$ cat src/rtl/serial_adder_ctrl.sv
// Bit-serial WIDTH-bit adder sequencer: one shared full-adder stage, LSB first, one bit per clock.
// Optional signed-overflow output enabled by defining SERIAL_ADDER_OVF_EN.
module serial_adder_ctrl #(
  parameter int WIDTH = 8
) (
  input  logic             clk_in,
  input  logic             rst_n_in,
  input  logic             start_in,
  input  logic [WIDTH-1:0] a_in,
  input  logic [WIDTH-1:0] b_in,
  input  logic             c_in,
  output logic             ready_out,
  output logic [WIDTH-1:0] sum_out,
  output logic             carry_out,
`ifdef SERIAL_ADDER_OVF_EN
  output logic             overflow_out,
`endif
  output logic             done_out
);

  // state  | meaning
  // S_IDLE | waiting for start_in; ready_out high
  // S_RUN  | one operand bit per clock through the full adder
  // S_DONE | result registers just loaded; done_out pulse
  typedef enum logic [1:0] {S_IDLE, S_RUN, S_DONE} state_t;

  localparam int CW = (WIDTH > 1) ? $clog2(WIDTH) : 1;

  state_t           r_state;
  state_t           w_state_nxt;
  logic [WIDTH-1:0] r_a_sh;
  logic [WIDTH-1:0] r_b_sh;
  logic [WIDTH-1:0] r_psum;
  logic [WIDTH-1:0] r_sum;
  logic             r_cy;
  logic             r_carry;
  logic [CW-1:0]    r_cnt;
  logic             w_s;
  logic             w_co;
  logic             w_last;
  logic             w_accept;
  logic [WIDTH-1:0] w_psum_nxt;

  assign w_s    = r_a_sh[0] ^ r_b_sh[0] ^ r_cy;
  assign w_co   = (r_a_sh[0] & r_b_sh[0]) | (r_cy & (r_a_sh[0] ^ r_b_sh[0]));
  assign w_last = (r_cnt == CW'(WIDTH - 1));

  // New sum bit enters at the MSB so the LSB-first result ends up aligned after WIDTH shifts.
  always_comb begin
    w_psum_nxt            = r_psum >> 1;
    w_psum_nxt[WIDTH-1]   = w_s;
  end

  always_ff @(posedge clk_in or negedge rst_n_in) begin
    if (!rst_n_in) r_state <= S_IDLE;
    else           r_state <= w_state_nxt;
  end

  always_comb begin
    w_state_nxt = r_state;
    ready_out   = 1'b0;
    done_out    = 1'b0;
    w_accept    = 1'b0;
    case (r_state)
      S_IDLE: begin
        ready_out = 1'b1;
        if (start_in) begin
          w_accept    = 1'b1;
          w_state_nxt = S_RUN;
        end
      end
      S_RUN: begin
        if (w_last) w_state_nxt = S_DONE;
      end
      S_DONE: begin
        done_out    = 1'b1;
        w_state_nxt = S_IDLE;
      end
      default: w_state_nxt = S_IDLE;
    endcase
  end

  always_ff @(posedge clk_in or negedge rst_n_in) begin
    if (!rst_n_in) begin
      r_a_sh  <= '0;
      r_b_sh  <= '0;
      r_psum  <= '0;
      r_cy    <= 1'b0;
      r_cnt   <= '0;
      r_sum   <= '0;
      r_carry <= 1'b0;
    end else if (w_accept) begin
      r_a_sh <= a_in;
      r_b_sh <= b_in;
      r_cy   <= c_in;
      r_cnt  <= '0;
    end else if (r_state == S_RUN) begin
      r_a_sh <= r_a_sh >> 1;
      r_b_sh <= r_b_sh >> 1;
      r_psum <= w_psum_nxt;
      r_cy   <= w_co;
      r_cnt  <= r_cnt + CW'(1);
      if (w_last) begin
        r_sum   <= w_psum_nxt;
        r_carry <= w_co;
      end
    end
  end

`ifdef SERIAL_ADDER_OVF_EN
  logic r_ovf;

  // On the final bit r_cy is the carry into the MSB and w_co the carry out of it.
  always_ff @(posedge clk_in or negedge rst_n_in) begin
    if (!rst_n_in)                        r_ovf <= 1'b0;
    else if ((r_state == S_RUN) && w_last) r_ovf <= r_cy ^ w_co;
  end

  assign overflow_out = r_ovf;
`endif

  assign sum_out   = r_sum;
  assign carry_out = r_carry;

endmodule

$ cat config.mk
export PLATFORM = sky130hd
export DESIGN_NAME = serial_adder_ctrl
export DESIGN_NICKNAME = d
export VERILOG_FILES = /design/src/rtl/serial_adder_ctrl.sv
export SDC_FILE = /design/constraint.sdc
export NUM_CORES = 1
export LEC_CHECK = 0
export ABC_AREA = 1
export CAP_MARGIN = 0
export CORE_UTILIZATION = 45
export DETAILED_ROUTE_END_ITERATION = 10
export PLACE_DENSITY = 0.7
export SYNTH_ARGS = -nofsm -noshare
export SYNTH_HDL_FRONTEND = slang
export SYNTH_SLANG_ARGS = --single-unit
$ cat constraint.sdc
create_clock -name clk_in -period 1.8 [get_ports clk_in]
set_clock_uncertainty 0.15 [all_clocks]
set_input_delay 0.45 -clock clk_in [delete_from_list [all_inputs] [get_ports clk_in]]
set_output_delay 0.45 -clock clk_in [all_outputs]
set_load 0.02 [all_outputs]
==> impl_metrics.json <==
{
  "status": "complete, no violations",
  "synth-xor-area-share_pct": 0,
  "clock_latency_ns": 0.29,
  "cts_buffer_depth": 2,
  "nNetsFinal": 273,
  "dr.first_iter.drc_count": 70,
  "vias_per_cell": 4.776,
  "remaining_drc_errors": 0,
  "ys.warnings.count": 0,
  "syn2layout_area_growth_pct": 28.39,
  "synth_simple_gate_area_share_pct": 33.38,
  "grt_usage_pct": 17.92,
  "io_buffer_count": 30,
  "peakVddDrop_uv": 903.1,
  "endpoint_kind": "primary output",
  "grt_max_degree": 39,
  "dr.pass1.iters": 4,
  "fp.dieArea_um2": 4152,
  "start_util_pct": 47.56,
  "min_period_ns": 1.735,
  "design_area_um2": 2252,
  "synthCells": 214,
  "cts.sinks": 38,
  "grt_antenna_before_repair": 0,
  "r2r_setup_slack_ns": 0.26,
  "post_cts_resized": 11,
  "drive_gt1_share_pct": 9.960,
  "gp_congestion": 0.7283,
  "avgRoutedWirePerCell_um": 11.09,
  "place_area_um2": 2126,
  "die_x_um": 64.44,
  "relSlewSlack_pct": 68.88,
  "ys_seq_area_share_pct": 54.21,
  "synth_nets": 237,
  "cts_hold_buf": 0,
  "core-area_um2": 3689,
  "grt_pass1_wl_um": 5533,
  "hold_class": "input port to async pin",
  "max-cap-violations": 0,
  "path_clk_slew_ns": 0.07,
  "hpwl_um": 2258,
  "post_cts_buffers": 0,
  "synth-seq-cells": 38,
  "tns_ns": 0,
  "fin_crit_sh_pct": 96.39,
  "syn_avg_cell_area_um2": 8.197,
  "io_pins": 31,
  "finalPower_mw": 3.736,
  "final_util_pct": 61.06,
  "arrival_ns": 1.14,
  "route.vias.total": 1428,
  "grt_overflow": 0,
  "max_freq_ghz": 0.5763,
  "synth_compound_area_share_pct": 2.568,
  "diodes": 0,
  "cts_made_buffers": 5,
  "tightest_slew_ns": 0.4668,
  "rsz0062_at_grt": "false",
  "p_leak_nw": 1.220,
  "die_y_um": 64.44,
  "power_density_nw_per_um2": 1659,
  "hold_viol_final": 0,
  "cts-root-buf": "clkbuf_8",
  "fill_cells": 335,
  "finalSetupViolCount": 0,
  "wirelength_um": 3316,
  "slew_violations": 0,
  "muxShareOfSynthArea_pct": 0,
  "critPathKind": "flop to primary output",
  "synth_area_um2": 1754,
  "cts_max_level": 2,
  "synthAdderAreaFrac_pct": 2.568,
  "crit_fanout": 3,
  "cp_data_required_time_ns": 1.20,
  "fin_hold_ws_ns": 0.04185,
  "grt_pass1_vias": 1249,
  "synth.distinct_cells": 16,
  "cts_tree": "yes",
  "start_kind": "flop",
  "synth_top_family_by_area": "simple AND/OR/NAND/NOR gates",
  "rows": 22,
  "ant_nets": 0
}
[synthesized netlist by cell type]
cell type	instances	area (um2)
buf_4	3	22.52
nor2_4	1	11.26
buf_2	6	30.03
nand2_2	3	18.77
dfrtp_1	38	950.9
inv_2	1	3.750
ha_1	2	25.02
o21ai_1	2	10.01
nand3_1	32	160.2
inv_1	16	60.06
o21ai_0	7	35.03
buf_6	1	11.26
fa_1	1	20.02
nand2_1	99	371.6
nor2_8	1	20.02
nor2_1	1	3.750
[worst max-delay path: stages, from the launching register on]
cell	delay, ns
dfrtp_1	0.42
nor2_4	0.13
clkdlybuf4s15_1	0.30
[kinds of logic (layout without fill, tap and decap cells)]
kind of cell             count (synthesis)  in the layout
adder cells (fa/ha/maj)                  3              3
AND/OR/NAND/NOR                        137            137
buffers and inverters                   27             64
AO/OA/AOI/OAI                            9              9
flip-flops                              38             38
[registers in the layout (all words and copies together), names as in the netlist]
register   flops
r_cy           1
r_b_sh         8
r_cnt          3
sum_out        8
r_state        2
r_psum         7
carry_out      1
r_a_sh         8
[worst paths after layout]
path                            start         end  cells after the start
setup / recovery           r_state[0]   ready_out                      2
hold / removal               rst_n_in   r_b_sh[4]                      2
setup reg to reg           r_state[1]  sum_out[3]                      7
min in group clk_in        sum_out[6]  sum_out[6]                      2
hold reg to reg            sum_out[6]  sum_out[6]                      2
max in group asynchronous    rst_n_in  r_state[0]                      2
[report_power, final]
group	switching, mW	internal [mW]
Clock	0.292	0.591
Sequential	0.208	1.23
Combinational	0.846	0.566
[final cells by class]
type                            instances  area (um2)  area share (%)
Timing Repair Buffer                   39       359.1           15.94
Sequential cell                        38       950.9           42.22
Multi-Input combinational cell        149       675.6           30.00
Clock buffer                            6       82.58           3.667
Clock inverter                          2       60.06           2.667
Tap cell                               48       60.06           2.667
Inverter                               17       63.81           2.833
[metrics by stage]
step,instances,setup slack (ns)
final,299,0.06491
after global routing,299,0.02540
after CTS,299,0.02341
after detailed placement,291,0.07205
after global placement,291,0.06808
after floorplan,214,0.2726
[metal layers]
metal	wire length [um]	global-route usage, %
met1	1534	23.71
met3	142	4.754
met4	106	10.00
met2	1534	26.58
met5	0	0
[cell usage in the layout, fill, tap and decap left out, types with 2 or more instances in the layout]
cell type,n
nand2_1,99
buf_4,8
ha_1,2
dlygate4sd2_1,9
nand3_1,32
o21ai_0,7
clkbuf_8,6
o21ai_1,2
inv_1,16
bufinv_16,2
dfrtp_1,38
nand2_2,3
clkdlybuf4s50_1,18
Power figures use the tool's default switching activity.
==> variant 1: new RTL, config.mk and constraints unchanged <==
Encoding of `state_t`: now one-hot (3 bits for 3 states).
--- a/src/rtl/serial_adder_ctrl.sv
+++ b/src/rtl/serial_adder_ctrl.sv
@@ -22,7 +22,7 @@
   // S_IDLE | waiting for start_in; ready_out high
   // S_RUN  | one operand bit per clock through the full adder
   // S_DONE | result registers just loaded; done_out pulse
-  typedef enum logic [1:0] {S_IDLE, S_RUN, S_DONE} state_t;
+  typedef enum logic [2:0] {S_IDLE = 3'b001, S_RUN = 3'b010, S_DONE = 3'b100} state_t;
 
   localparam int CW = (WIDTH > 1) ? $clog2(WIDTH) : 1;
 
Check against the original RTL: no difference found for any inputs over 10 cycles, from zero or initial values and one cycle with rst_n_in low; not proved beyond that.
==> variant 1 against the original RTL <==
The run now ends with setup timing left; cell count decreased by 1.0%; routed wire length increased by 8.3%; design area increased by 2.7%; non-clock buffer count increased by 5; die area increased by 3.9%; area after synthesis increased by 4.1%; largest cell class unchanged; sequential cell count increased by 1; critical endpoint unchanged; worst hold slack improved by 0.29 ns; setup slack got worse by 0.082 ns; total power decreased by 17%.
==> variant 1: results <==
final_layout:
  drive_above_1_share_pct: 15.7
  multiInputCombCellCount: 136
  fill_count: 342
  num-nets-final: 270
  final_design_area_no_fill_mm2: 0.00231
  n_all_buffers: 44
  seq-cell-share_pct: 42.2
  final.signal_inverter_count: 21
  multi_input_area_share_pct: 30.6
  clockNetworkAreaShare_pct: 3.68
  layout.buffer.nonclock.area_share_pct: 17.4
clock_tree:
  clk_pin_slew_ns: 0.08
  cts_htree_levels: 2
  post_cts_resized: 19
  clock-root-buffer: "sky130_fd_sc_hd__clkbuf_8"
status:
  status: "complete, but fails checks"
  failed_checks: "setup timing"
synth:
  post_synth_inst_count: 207
  postSynthNetCount: 230
  ys_seq_area_share_pct: 53.5
  synthTopCellsByCount: "59 x sky130_fd_sc_hd__nand2_1, 41 x sky130_fd_sc_hd__nand3_1, 38 x sky130_fd_sc_hd__dfrtp_1, 19 x sky130_fd_sc_hd__inv_1"
  synth_ff_type: "sky130_fd_sc_hd__dfrtp_1"
  ys_top_cells_by_area: "sky130_fd_sc_hd__dfrtp_1 52%, sky130_fd_sc_hd__nand2_1 12%, sky130_fd_sc_hd__nand3_1 11%"
sta:
  slew_headroom_pct: 83.0
  final_critical_path_setup_slack_ns: -0.0175
  final.setup.tns_ns: -0.0175
  setup_viol: 1
global_routing:
  grt_pass1_vias: 1289
  grt_start_max_net_pins: 40
  grt_first_pass_wirelength_mm: 5.81
worst_setup_path:
  critPathArrivalTime_ns: 1.22
  cp_max_fanout: 2
  slowest_delay_ns: 0.54
placement:
  place_ws_ns: -0.179
  detailed_place_hpwl_mm: 2.49
  dpl_cell_area_mm2: 0.00222
  placed_cells: 287
  place.gp.congestion: 0.766
die:
  die_width_um: 65.7
detailed_routing:
  drt-initial-drc-count: 110
  routed-via-count: 1506
power:
  irDropWorstVdd_uv: 735
  static_leak_nw: 1.22
min_path:
  holdCritPathClass: "reg2reg"
variant 1: changes by cell type after synthesis, sizes merged:
| cell | delta |
|---|---|
| nor3 | +2 |
| clkbuf | +3 |
| nand3 | +9 |
| buf | -2 |
| nand2 | -41 |
| a21oi | +1 |
| inv | +4 |
| o21ai | +7 |
| dfstp | +1 |
| nand4 | +9 |
variant 1: path summary, 6_finish.rpt:
path                       startpoint    endpoint  slack, ns  cells after the start
min in group asynchronous    rst_n_in   r_b_sh[2]       0.50                      3
setup reg to reg           r_state[0]   carry_out       0.25                      8
hold / removal              carry_out   carry_out       0.33                      2
max in group asynchronous    rst_n_in  r_state[0]       0.75                      3
hold reg to reg             carry_out   carry_out       0.33                      2
setup / recovery           r_state[0]   ready_out      -0.02                      3
variant 1: tightest hold or removal path, cell delays in order (launching register included):
cell,delay (ns)
sky130_fd_sc_hd__dfrtp_1,0.34
sky130_fd_sc_hd__nand2_1,0.05
sky130_fd_sc_hd__nand2_1,0.05
variant 1: routing by layer:
metal | global-route usage [%] | vias to the layer above | wire length (um)
li1 | - | 755 | -
met4 | 8.15 | 0 | 49
met5 | 0 | - | 0
met3 | 4.34 | 5 | 161
met2 | 28.1 | 31 | 1700
met1 | 23.6 | 715 | 1680
variant 1: cells by family (layout without fill, tap and decap cells):
kind of cell    count (synthesis)  count (layout)  share of synthesized area (%)
buf+inv                        32              73                           8.36
fa+ha+maj                       3               3                           2.47
flops                          39              39                           53.5
compound gates                 17              17                           6.10
simple gates                  116             116                           29.5
variant 1: report_power, final:
group / internal, mW / total [mW] / switching [mW]
Clock: 0.271 / 0.575 / 0.304
Sequential: 1.17 / 1.34 / 0.170
Combinational: 0.482 / 1.18 / 0.701
Total: 1.93 / 3.10 / 1.18
==> variant 2: new RTL, same flow settings <==
Made on the original files. Change the parameter `WIDTH` from 8 to 4.
--- a/src/rtl/serial_adder_ctrl.sv
+++ b/src/rtl/serial_adder_ctrl.sv
@@ -1,7 +1,7 @@
 // Bit-serial WIDTH-bit adder sequencer: one shared full-adder stage, LSB first, one bit per clock.
 // Optional signed-overflow output enabled by defining SERIAL_ADDER_OVF_EN.
 module serial_adder_ctrl #(
-  parameter int WIDTH = 8
+  parameter int WIDTH = 4
 ) (
   input  logic             clk_in,
   input  logic             rst_n_in,
Interface: changed (resized a_in, b_in and sum_out); port bits go from 31 to 19. No check against the original RTL was run, so the function may have changed too.
==> variant 2 against the original RTL <==
Total power down 48%; design area down 46%; sequential cell count down 17; worst hold slack better by 0.28 ns; area after synthesis down 44%; routed wire length down 44%; setup slack better by 0.090 ns; critical path type unchanged; critical endpoint is now done_out; largest power group is now combinational cells.
==> variant 2: results <==
status:
  status: "complete, no violations"
placement:
  detailed_place_hpwl_mm: 1.35
  place.gp.congestion: 0.756
  dpl_cell_area_mm2: 0.00120
  placed_cells: 158
  place_ws_ns: 0.0204
  buffer_ports.inserted: 18
detailed_routing:
  routed_wire_length_per_instance_um: 11.4
  met2WireLength_um: 870
  amount_of_wire_on_met3_after_detailed_routing_um: 44
  routed_wire_length_mm: 1.85
  drt-met1-wl_um: 921
  drt-initial-drc-count: 20
  post_drt_via_cell_ratio: 4.75
synth:
  synthTopCellsByCount: "51 x sky130_fd_sc_hd__nand2_1, 21 x sky130_fd_sc_hd__dfrtp_1, 15 x sky130_fd_sc_hd__nand3_1, 6 x sky130_fd_sc_hd__inv_1"
  post_synth_inst_count: 112
  postSynthNetCount: 126
  ys_top_cells_by_area: "sky130_fd_sc_hd__dfrtp_1 53%, sky130_fd_sc_hd__nand2_1 19%, sky130_fd_sc_hd__nand3_1 7.6%"
  ys_seq_area_share_pct: 53.3
  post_synth_num_cell_types: 17
global_routing:
  met2_usage_pct: 28.2
  global_route_usage_over_all_layers_pct: 18.2
  met1_usage_pct: 26.3
  grt_first_pass_wirelength_mm: 3.31
  grt_pass1_vias: 744
  use_met3_pct: 2.80
  grt_start_max_net_pins: 22
final_layout:
  num-nets-final: 150
clock_tree:
  clock-root-buffer: "sky130_fd_sc_hd__clkbuf_4"
  cts_buffers: 3
  clk_pin_slew_ns: 0.12
sta:
  slew_headroom_pct: 69.5
power:
  static_leak_nw: 0.645
[variant 2: cell count changes in the layout (fill, tap and decap cells not counted), sizes merged, moves of 4 or more]
cell,before,now
nand2,102,53
o21ai,9,5
nand3,32,16
dfrtp,38,21
clkdlybuf4s50,18,11
dlygate4sd2,9,5
inv,17,8
buf,10,5
[variant 2: logic make-up after synthesis]
logic type / count (synthesis) / share of synthesized area [%]
buf+inv: 12 / 7.49
simple gates: 72 / 33.0
flops: 21 / 53.3
compound gates: 5 / 2.92
fa+ha+maj: 2 / 3.30
[variant 2: final cells by class]
| cell class | instances | area, um2 |
|---|---|---|
| clock inverters | 1 | 5.00 |
| flip-flops and latches | 21 | 526 |
| multi-input cells | 79 | 387 |
| inverters | 8 | 32.5 |
| repair buffers | 23 | 201 |
| clock buffers | 3 | 22.5 |
| well taps | 27 | 33.8 |
| fillers | 195 | 795 |
[variant 2: worst max-delay path: stages, from the launching register on]
cell	delay (ns)
sky130_fd_sc_hd__dfrtp_1	0.44
sky130_fd_sc_hd__nor2_1	0.13
sky130_fd_sc_hd__clkbuf_2	0.18
[variant 2: repair_timing]
action	CTS	global route
setup endpoints to repair	7	2
resized for setup	9	2
endpoints found under the hold margin	0	0
[variant 2: final timing paths]
check,startpoint,slack [ns],depth (start not counted),endpoint
max,r_state[0],0.15,2,done_out
min,rst_n_in,0.33,2,r_b_sh[3]
max reg2reg,r_state[0],0.34,4,r_cnt[0]
min reg2reg,sum_out[1],0.33,2,sum_out[1]
max in group asynchronous,rst_n_in,0.96,2,sum_out[3]
min in group clk_in,sum_out[1],0.33,2,sum_out[1]
[variant 2: report_power, final]
group / total (mW) / switching [mW] / internal, mW
sequential: 0.813 / 0.133 / 0.680
clock: 0.226 / 0.144 / 0.0827
combinational: 0.890 / 0.547 / 0.343
